===== config.mk =====
export PLATFORM = sky130hd
export DESIGN_NAME = sram_spi_read_capture
export DESIGN_NICKNAME = d
export VERILOG_FILES = /design/src/rtl/sram_spi_pkg.sv /design/src/rtl/sram_rx_fifo.sv /design/src/rtl/sram_spi_read_capture.sv
export SDC_FILE = /design/constraint.sdc
export NUM_CORES = 1
export LEC_CHECK = 0
export CORE_ASPECT_RATIO = 1.1
export CORE_MARGIN = 4
export CORE_UTILIZATION = 25
export DETAILED_ROUTE_END_ITERATION = 8
export PLACE_DENSITY = 0.47
export SETUP_SLACK_MARGIN = 0.05
export SYNTH_ARGS = -nofsm -noshare
export SYNTH_HDL_FRONTEND = slang
export SYNTH_HIERARCHICAL = 1
export SYNTH_SLANG_ARGS = --single-unit
export TNS_END_PERCENT = 30

===== constraint.sdc =====
create_clock -name sclk -period 10.35 [get_ports sclk]
set_input_delay 1.5525 -clock sclk [delete_from_list [all_inputs] [get_ports sclk]]
set_output_delay 1.5525 -clock sclk [all_outputs]
set_load 0.01 [all_outputs]

===== src/rtl/sram_spi_pkg.sv =====
// Shared constants and state encoding for the SPI SRAM read-capture path.
package sram_spi_pkg;

  localparam logic [7:0] SRAM_INST_READ  = 8'h03;
  localparam logic [7:0] SRAM_INST_WRITE = 8'h02;

  typedef enum logic [1:0] {
    RX_IDLE,
    RX_SKIP,
    RX_CAPTURE
  } rx_state_t;

endpackage


===== src/rtl/sram_rx_fifo.sv =====
// Synchronous first-word-fall-through byte FIFO with a registered head word.
// Pointers carry an extra MSB so that count = wr - rd distinguishes full from empty.
module sram_rx_fifo #(
  parameter int DEPTH = 16,
  parameter int WIDTH = 8
) (
  input  logic                     clk,
  input  logic                     rst_n,
  input  logic                     push_i,
  input  logic [WIDTH-1:0]         wr_data_i,
  input  logic                     pop_i,
  output logic [WIDTH-1:0]         rd_data_o,
  output logic                     full_o,
  output logic                     empty_o,
  output logic [$clog2(DEPTH):0]   count_o
);

  localparam int AW = $clog2(DEPTH);

  logic [WIDTH-1:0] mem_q [DEPTH];
  logic [AW:0]      wr_ptr_q, rd_ptr_q;
  logic [AW:0]      wr_ptr_d, rd_ptr_d;
  logic [WIDTH-1:0] head_q;
  logic             push_ok, pop_ok;

  assign count_o  = wr_ptr_q - rd_ptr_q;
  assign full_o   = count_o[AW];
  assign empty_o  = (count_o == '0);
  assign pop_ok   = pop_i & ~empty_o;
  // A push into a full FIFO is only legal when the same edge frees a slot.
  assign push_ok  = push_i & (~full_o | pop_ok);
  assign wr_ptr_d = wr_ptr_q + {{AW{1'b0}}, push_ok};
  assign rd_ptr_d = rd_ptr_q + {{AW{1'b0}}, pop_ok};
  assign rd_data_o = head_q;

  always_ff @(posedge clk) begin
    if (push_ok) begin
      mem_q[wr_ptr_q[AW-1:0]] <= wr_data_i;
    end
  end

  // Head is a registered read of the next read address, bypassing a same-edge write.
  always_ff @(posedge clk) begin
    if (!rst_n) begin
      wr_ptr_q <= '0;
      rd_ptr_q <= '0;
      head_q   <= '0;
    end else begin
      wr_ptr_q <= wr_ptr_d;
      rd_ptr_q <= rd_ptr_d;
      if (wr_ptr_d != rd_ptr_d) begin
        if (push_ok && (wr_ptr_q[AW-1:0] == rd_ptr_d[AW-1:0])) begin
          head_q <= wr_data_i;
        end else begin
          head_q <= mem_q[rd_ptr_d[AW-1:0]];
        end
      end
    end
  end

endmodule


===== src/rtl/sram_spi_read_capture.sv =====
// Captures MISO during READ data phases, packs bytes MSB-first into a FIFO stream.
// Optional SRAM_RX_CHECKSUM_EN adds rx_checksum: XOR of all bytes completed in the current read.
module sram_spi_read_capture
  import sram_spi_pkg::*;
#(
  parameter int DEPTH     = 16,
  parameter int SKIP_BITS = 1
) (
  input  logic                     sclk,
  input  logic                     rst_n,
  input  logic                     miso,
  input  logic                     io_valid,
  input  logic                     rw_done,
  input  logic                     rd_sel,
  output logic [7:0]               m_data,
  output logic                     m_valid,
  input  logic                     m_ready,
  output logic [$clog2(DEPTH):0]   fifo_count,
  output logic                     overflow,
  input  logic                     ovf_clr,
`ifdef SRAM_RX_CHECKSUM_EN
  output logic [7:0]               rx_checksum,
`endif
  output logic                     partial
);

  rx_state_t  state_q;
  logic [7:0] skip_cnt_q;
  logic [2:0] bitcnt_q, bitcnt_d;
  logic [6:0] shreg_q;
  logic       partial_q, overflow_q;
  logic       start, byte_push, pop, drop, fifo_full, fifo_empty;
  logic [7:0] rx_byte;

  assign start     = (state_q == RX_IDLE) & io_valid & rd_sel;
  assign byte_push = (state_q == RX_CAPTURE) & io_valid & (bitcnt_q == 3'd7);
  assign rx_byte   = {shreg_q, miso};
  assign bitcnt_d  = bitcnt_q + {2'b00, io_valid};
  assign m_valid   = ~fifo_empty;
  assign pop       = m_valid & m_ready;
  assign drop      = byte_push & fifo_full & ~pop;
  assign partial   = partial_q;
  assign overflow  = overflow_q;

`ifdef SRAM_RX_CHECKSUM_EN
  logic [7:0] checksum_q;
  assign rx_checksum = checksum_q;
`endif

  always_ff @(posedge sclk) begin
    if (!rst_n) begin
      state_q    <= RX_IDLE;
      skip_cnt_q <= '0;
      bitcnt_q   <= '0;
      shreg_q    <= '0;
      partial_q  <= 1'b0;
      overflow_q <= 1'b0;
`ifdef SRAM_RX_CHECKSUM_EN
      checksum_q <= '0;
`endif
    end else begin
      // A new overflow outranks a simultaneous clear.
      if (drop) overflow_q <= 1'b1;
      else if (ovf_clr) overflow_q <= 1'b0;
`ifdef SRAM_RX_CHECKSUM_EN
      if (start) checksum_q <= '0;
      else if (byte_push) checksum_q <= checksum_q ^ rx_byte;
`endif
      unique case (state_q)
        RX_IDLE: begin
          if (start) begin
            partial_q  <= 1'b0;
            bitcnt_q   <= '0;
            skip_cnt_q <= 8'd1;
            if (SKIP_BITS == 0) begin
              shreg_q  <= {shreg_q[5:0], miso};
              bitcnt_q <= 3'd1;
              state_q  <= RX_CAPTURE;
            end else if (SKIP_BITS == 1) begin
              state_q <= RX_CAPTURE;
            end else begin
              state_q <= RX_SKIP;
            end
          end
        end
        RX_SKIP: begin
          if (rw_done || !io_valid) begin
            state_q <= RX_IDLE;
          end else begin
            skip_cnt_q <= skip_cnt_q + 8'd1;
            if (skip_cnt_q + 8'd1 == 8'(SKIP_BITS)) state_q <= RX_CAPTURE;
          end
        end
        RX_CAPTURE: begin
          if (io_valid) begin
            shreg_q  <= {shreg_q[5:0], miso};
            bitcnt_q <= bitcnt_d;
          end
          if (rw_done || !io_valid) begin
            state_q   <= RX_IDLE;
            partial_q <= (bitcnt_d != 3'd0);
          end
        end
        default: state_q <= RX_IDLE;
      endcase
    end
  end

  sram_rx_fifo #(
    .DEPTH (DEPTH),
    .WIDTH (8)
  ) u_fifo (
    .clk       (sclk),
    .rst_n     (rst_n),
    .push_i    (byte_push),
    .wr_data_i (rx_byte),
    .pop_i     (pop),
    .rd_data_o (m_data),
    .full_o    (fifo_full),
    .empty_o   (fifo_empty),
    .count_o   (fifo_count)
  );

endmodule


==> flow_summary.toml, run 1 <==
[outcome]
status = "complete, no violations"

[pwr]
totalPowerFinal_mw = 1.25
ir_drop_mv = 0.117
p_leak_nw = 2.62
p_per_area_nw_per_um2 = 159

[cts]
clkSinkCount = 159
cts.path.max_buffers = 2
post_cts_buffers = 0
root_buffer = "clkbuf_16"
cts-buffers-inserted = 17
postCtsHoldBufs = 0
cts_tree = "built"
ctsResizeCount = 0
htree_levels = 4
clk_latency_ps = 420
clk_pin_slew_ps = 60

[drt]
dr_total_vias = 3715
first_pass_iters = 4
first_iter_violations = 219
routed_wl_um = 15000
routedWlPerCell_um = 18.0
drc = 0
ant_nets = 0
vias_per_cell = 4.44

[logic_synthesis]
netlist_instances = 444
synthMostInstantiatedCell = "edfxtp_1"
synth_area_um2 = 6690
synth_top_area_share_pct = 57.4
synth_seq_area_share_pct = 66.7
synth_common_cells = "edfxtp_1, nand2_1, dfxtp_1, mux4_2, mux2i_1"
ys_types = 47
ys.flop_type = "edfxtp_1"
yosys-top-cells-area = "edfxtp_1, dfxtp_1, mux4_2, mux2i_1, nand2_1"
postSynthRegisterBits = 159
yosysWarnings = 6
synth_edf_count = 128
yosysTopAreaCell = "edfxtp_1"
syn-num-nets = 463
synthArstFlopShare_pct = 0
syn_avg_cell_area_um2 = 15.1

[global_routing]
antenna_found_initial = 0
track_usage_pct = 10.5
grt-ovfl-total = 0
grt_max_degree = 36
grt_pass1_wl_um = 23100
grt_pass1_vias = 3946

[sta]
fmax_mhz = 179
hold_viol = 0
fin_crit_sh_pct = 54.1
rsz0062_at_grt = "no"
slew_violations = 0
finalClockSkew_ps = 9.80
worst_pin_slew_ps = 1070
setup_violations = 0
finalWorstSetupSlack_ps = 4750
max_slew_margin_pct = 27.8
timing.setup.tns_ps = 0
period_minus_slack_ps = 5600

[setup_path]
crit_arrival_ps = 5910
critPathKind = "reg -> reg"
cp.required_ps = 10660
critPathMaxFanout = 13
worstSetupStartpointType = "flop"
crit_path_end_kind = "flop"

[finish]
utilization_pct = 29.9
n_antenna_cell = 0
layout.nets = 491
syn2layout_area_growth_pct = 17.3
drive_gt1_share_pct = 15.5
fillers = 2690
final_cells = 836
multi_input_area_um2 = 2090
ff_latch_area_um2 = 4460

[job]
maxCapViolCount = 0

[place]
gp_congestion = 0.816
dp.cells = 805
io_buffers = 23
pre_cts_ws_ps = 4740
place_hpwl_um = 9900

[die]
die_w_um = 164
design.portCount = 24
die-area_um2 = 29500
fp-row-count = 62
initial_utilization_pct = 25.5
coreArea_um2 = 26200
dieHeight_um = 180

[hold_path]
hp-class = "reg -> reg"
[cells in the final DEF (no fill, tap or decap), types with 9 or more instances in the layout]
cell type	instances
inv_1	14
clkdlybuf4s50_1	23
xnor2_1	12
a21oi_1	9
edfxtp_1	128
nand3_1	17
mux2i_1	21
clkbuf_16	17
mux4_2	26
nand2_1	52
nor2_1	17
dfxtp_1	31
ha_1	9
[layer usage]
metal / global-route usage (%) / vias to the layer above / part of all wire (%)
li1: - / 1734 / -
met5: 0 / - / 0
met1: 13.4 / 1894 / 45
met2: 17.8 / 75 / 51
met3: 1.81 / 12 / 3.5
met4: 3.79 / 0 / 0.94
[final cells by class]
type	count	area share [%]
clock inverter	12	1.12
timing repair buffer	30	3.60
clock buffer	19	5.51
tap	352	5.61
inverter	15	0.717
multi-input combinational	249	26.6
sequential	159	56.9
[per-stage QoR]
stage          hold slack (ps)  cell area, µm²
2_1_floorplan              485            6690
3_3_place_gp               457            7330
3_5_place_dp               467            7330
4_1_cts                    484            7850
5_1_grt                    526            7850
6_report                   485            7850
[power by group]
group          switching (mW)  internal, mW  total (mW)  leakage (nW)
sequential            0.00103         0.683       0.684          1.46
clock                   0.248         0.306       0.554         0.246
combinational         0.00601       0.00411      0.0101         0.919
[state kept, by name, indices dropped and copies added (netlist names)]
register / flops
bitcnt_q: 3
overflow: 1
partial: 1
shreg_q: 7
state_q: 1
u_fifo/mem_q: 128
u_fifo/rd_data_o: 8
u_fifo/rd_ptr_q: 5
u_fifo/wr_ptr_q: 5
[cell families (layout without fill, tap and decap cells)]
logic type,after synthesis,in the layout,share of synthesized area (%)
AO/OA/AOI/OAI,34,34,3.63
XOR/XNOR,22,22,3.10
adder cells (fa/ha/maj),11,11,2.17
buffers and inverters,36,76,2.43
flip-flops,159,159,66.7
multiplexers,50,50,12.4
AND/OR/NAND/NOR,132,132,9.57
[worst paths after layout]
kind                                               startpoint                                to  slack, ps  depth (start not counted)
worst max-delay path            u_fifo/wr_ptr_q[0]$_SDFF_PN0_  u_fifo/rd_data_o[7]$_SDFFE_PN0P_       4750                         18
worst min-delay path                     partial$_SDFFE_PN0P_              partial$_SDFFE_PN0P_        490                          2
worst max register to register  u_fifo/wr_ptr_q[0]$_SDFF_PN0_  u_fifo/rd_data_o[7]$_SDFFE_PN0P_       4750                         18
worst min register to register           partial$_SDFFE_PN0P_              partial$_SDFFE_PN0P_        490                          2
[critical path, stage by stage (launching register included)]
cell	delay, ps
dfxtp_1	540
inv_1	120
ha_1	250
fa_1	450
nor2b_1	130
o21ai_1	100
nand2_1	90
xnor2_1	90
nor4_1	420
nor2b_1	150
nor2b_1	170
ha_2	200
ha_1	240
xnor2_1	850
xnor2_1	140
nor4_1	290
nand4_1	510
or2_2	490
a32o_1	260
(Power assumes the default switching activity.)
==> run 2, diff against run 1 <==
==> constraint.sdc (replaced) <==
create_clock -name sclk -period 5.45 [get_ports sclk]
set_input_delay 0.8175 -clock sclk [delete_from_list [all_inputs] [get_ports sclk]]
set_output_delay 0.8175 -clock sclk [all_outputs]
set_load 0.01 [all_outputs]
==> run 2 against run 1 <==
  * Wire length shrank 2.6%
  * Non-clock buffer count up 11
  * Worst hold slack got worse by 7.7 ps
  * First-iteration DRC count increased by 3.7%
  * Clock skew barely moved
  * Clock power rose by 99%
  * Global-route usage up 0.094 points
  * Maximum frequency increased by 18%
  * Core utilization rose by 0.48 points
==> flow_summary.toml, run 2 (same netlist as run 1, synthesis figures left out) <==
[outcome]
status = "complete, no violations"

[cts]
ctsResizeCount = 0
clk_latency_ps = 420
cts-buffers-inserted = 17
post_cts_buffers = 0
cts.path.max_buffers = 2
clk_pin_slew_ps = 60
htree_levels = 4
clkSinkCount = 159
cts_tree = "built"
postCtsHoldBufs = 0
root_buffer = "clkbuf_16"

[die]
die-area_um2 = 29500
coreArea_um2 = 26200
fp-row-count = 62
initial_utilization_pct = 25.5
dieHeight_um = 180
die_w_um = 164
design.portCount = 24

[hold_path]
hp-class = "reg -> reg"

[finish]
drive_gt1_share_pct = 17.7
final_cells = 848
final_common_cell = "edfxtp_1"
mostFrequentLayoutCells = "edfxtp_1, nand2_1, dfxtp_1"
layout.nets = 502
fillers = 2658
n_antenna_cell = 0
syn2layout_area_growth_pct = 19.2
largest_reg_flops = 128

[sta]
slew_violations = 0
fmax_mhz = 212
worst_pin_slew_ps = 931
period_minus_slack_ps = 4720
hold_viol = 0
fin_hold_ws_ps = 477
fin_crit_sh_pct = 86.7
timing.setup.tns_ps = 0
rsz0062_at_grt = "no"
finalClockSkew_ps = 9.74
max_slew_margin_pct = 37.6
setup_violations = 0

[pwr]
ir_drop_mv = 0.193
power.switching_uw = 493
p_leak_nw = 2.70
internal_power_mw = 1.93
combinationalPowerShare_pct = 0.8
power_frac_seq_pct = 53.7
netSwitchingFraction_pct = 20.4
p_per_area_nw_per_um2 = 303
totalPowerFinal_mw = 2.42
clock_power_share_pct = 45.5

[setup_path]
cp.required_ps = 5740
crit_arrival_ps = 5020
worstSetupStartpointType = "flop"
crit_path_end_kind = "flop"
critPathKind = "reg -> reg"
critPathMaxFanout = 25

[place]
place_hpwl_um = 10200
dp.cells = 816
gp_congestion = 0.768
io_buffers = 23

[job]
maxCapViolCount = 0

[global_routing]
antenna_found_initial = 0
track_usage_pct = 10.6
grt_max_degree = 31
grt_pass1_vias = 3956
grt_pass1_wl_um = 23400
grt-ovfl-total = 0

[drt]
dr_total_vias = 3671
drc = 0
routed_wl_um = 14600
routedWlPerCell_um = 17.3
ant_nets = 0
first_pass_iters = 4
first_iter_violations = 227
vias_per_cell = 4.33
## run 2: cell types whose count changed in the layout (fill, tap and decap cells not counted), sizes merged
cell / before / now
buf: 7 / 18
inv: 19 / 23
clkinv: 5 / 3
clkinvlp: 3 / 1
clkbuf: 19 / 20
## run 2: worst paths after layout
| kind | start | endpoint | slack, ps | cells after the start |
|---|---|---|---|---|
| hold reg to reg | partial$_SDFFE_PN0P_ | partial$_SDFFE_PN0P_ | 480 | 2 |
| setup reg to reg | u_fifo/wr_ptr_q[0]$_SDFF_PN0_ | u_fifo/rd_data_o[0]$_SDFFE_PN0P_ | 730 | 17 |
| setup / recovery | u_fifo/wr_ptr_q[0]$_SDFF_PN0_ | u_fifo/rd_data_o[0]$_SDFFE_PN0P_ | 730 | 17 |
| hold / removal | partial$_SDFFE_PN0P_ | partial$_SDFFE_PN0P_ | 480 | 2 |
## run 2: power by group through the flow
stage | clock, mW | combinational [mW] | sequential, mW
floorplan | 0 | 0.00905 | 1.32
global placement | 0 | 0.0191 | 1.32
detailed placement | 0 | 0.0201 | 1.32
CTS | 1.13 | 0.0202 | 1.30
global route | 1.18 | 0.0224 | 1.30
finish | 1.10 | 0.0196 | 1.30
## run 2: worst max-delay path, cell delays in order, from the launching register on
cell and delay (ps):
dfxtp_1 520, inv_1 110, ha_1 250, fa_1 460, nor2b_1 120, o21ai_1 100, nand2_1 100, xnor2_1 100
nor4_1 430, nor2b_1 150, nor2b_1 170, ha_2 630, buf_12 280, mux4_2 570, mux2i_1 230, mux2i_1 110
mux2i_1 160, o2bb2ai_1 80
## run 2: layout make-up
| type | count | area, µm² | share of cell area (%) |
|---|---|---|---|
| sequential | 159 | 4460 | 56.0 |
| timing repair buffer | 41 | 378 | 4.74 |
| tap | 352 | 440 | 5.52 |
| clock buffer | 20 | 458 | 5.74 |
| clock inverter | 12 | 97.6 | 1.22 |
| multi-input combinational | 249 | 2080 | 26.1 |
| inverter | 15 | 56.3 | 0.706 |
## run 2: per-stage QoR
stage	utilization, %	setup slack (ps)	instance area, µm²
2_1_floorplan	-	1030	6690
3_3_place_gp	28.3	725	7420
3_5_place_dp	28.3	617	7420
4_1_cts	30.4	597	7980
5_1_grt	30.4	237	7980
6_report	30.4	727	7980
## run 2: metal layers
metal / up-vias / part of all wire (%) / track usage (%)
li1: 1751 / - / -
met1: 1860 / 43 / 12.9
met2: 45 / 53 / 18.3
met3: 15 / 2.6 / 2.15
met4: 0 / 1.8 / 3.76
met5: - / 0 / 0
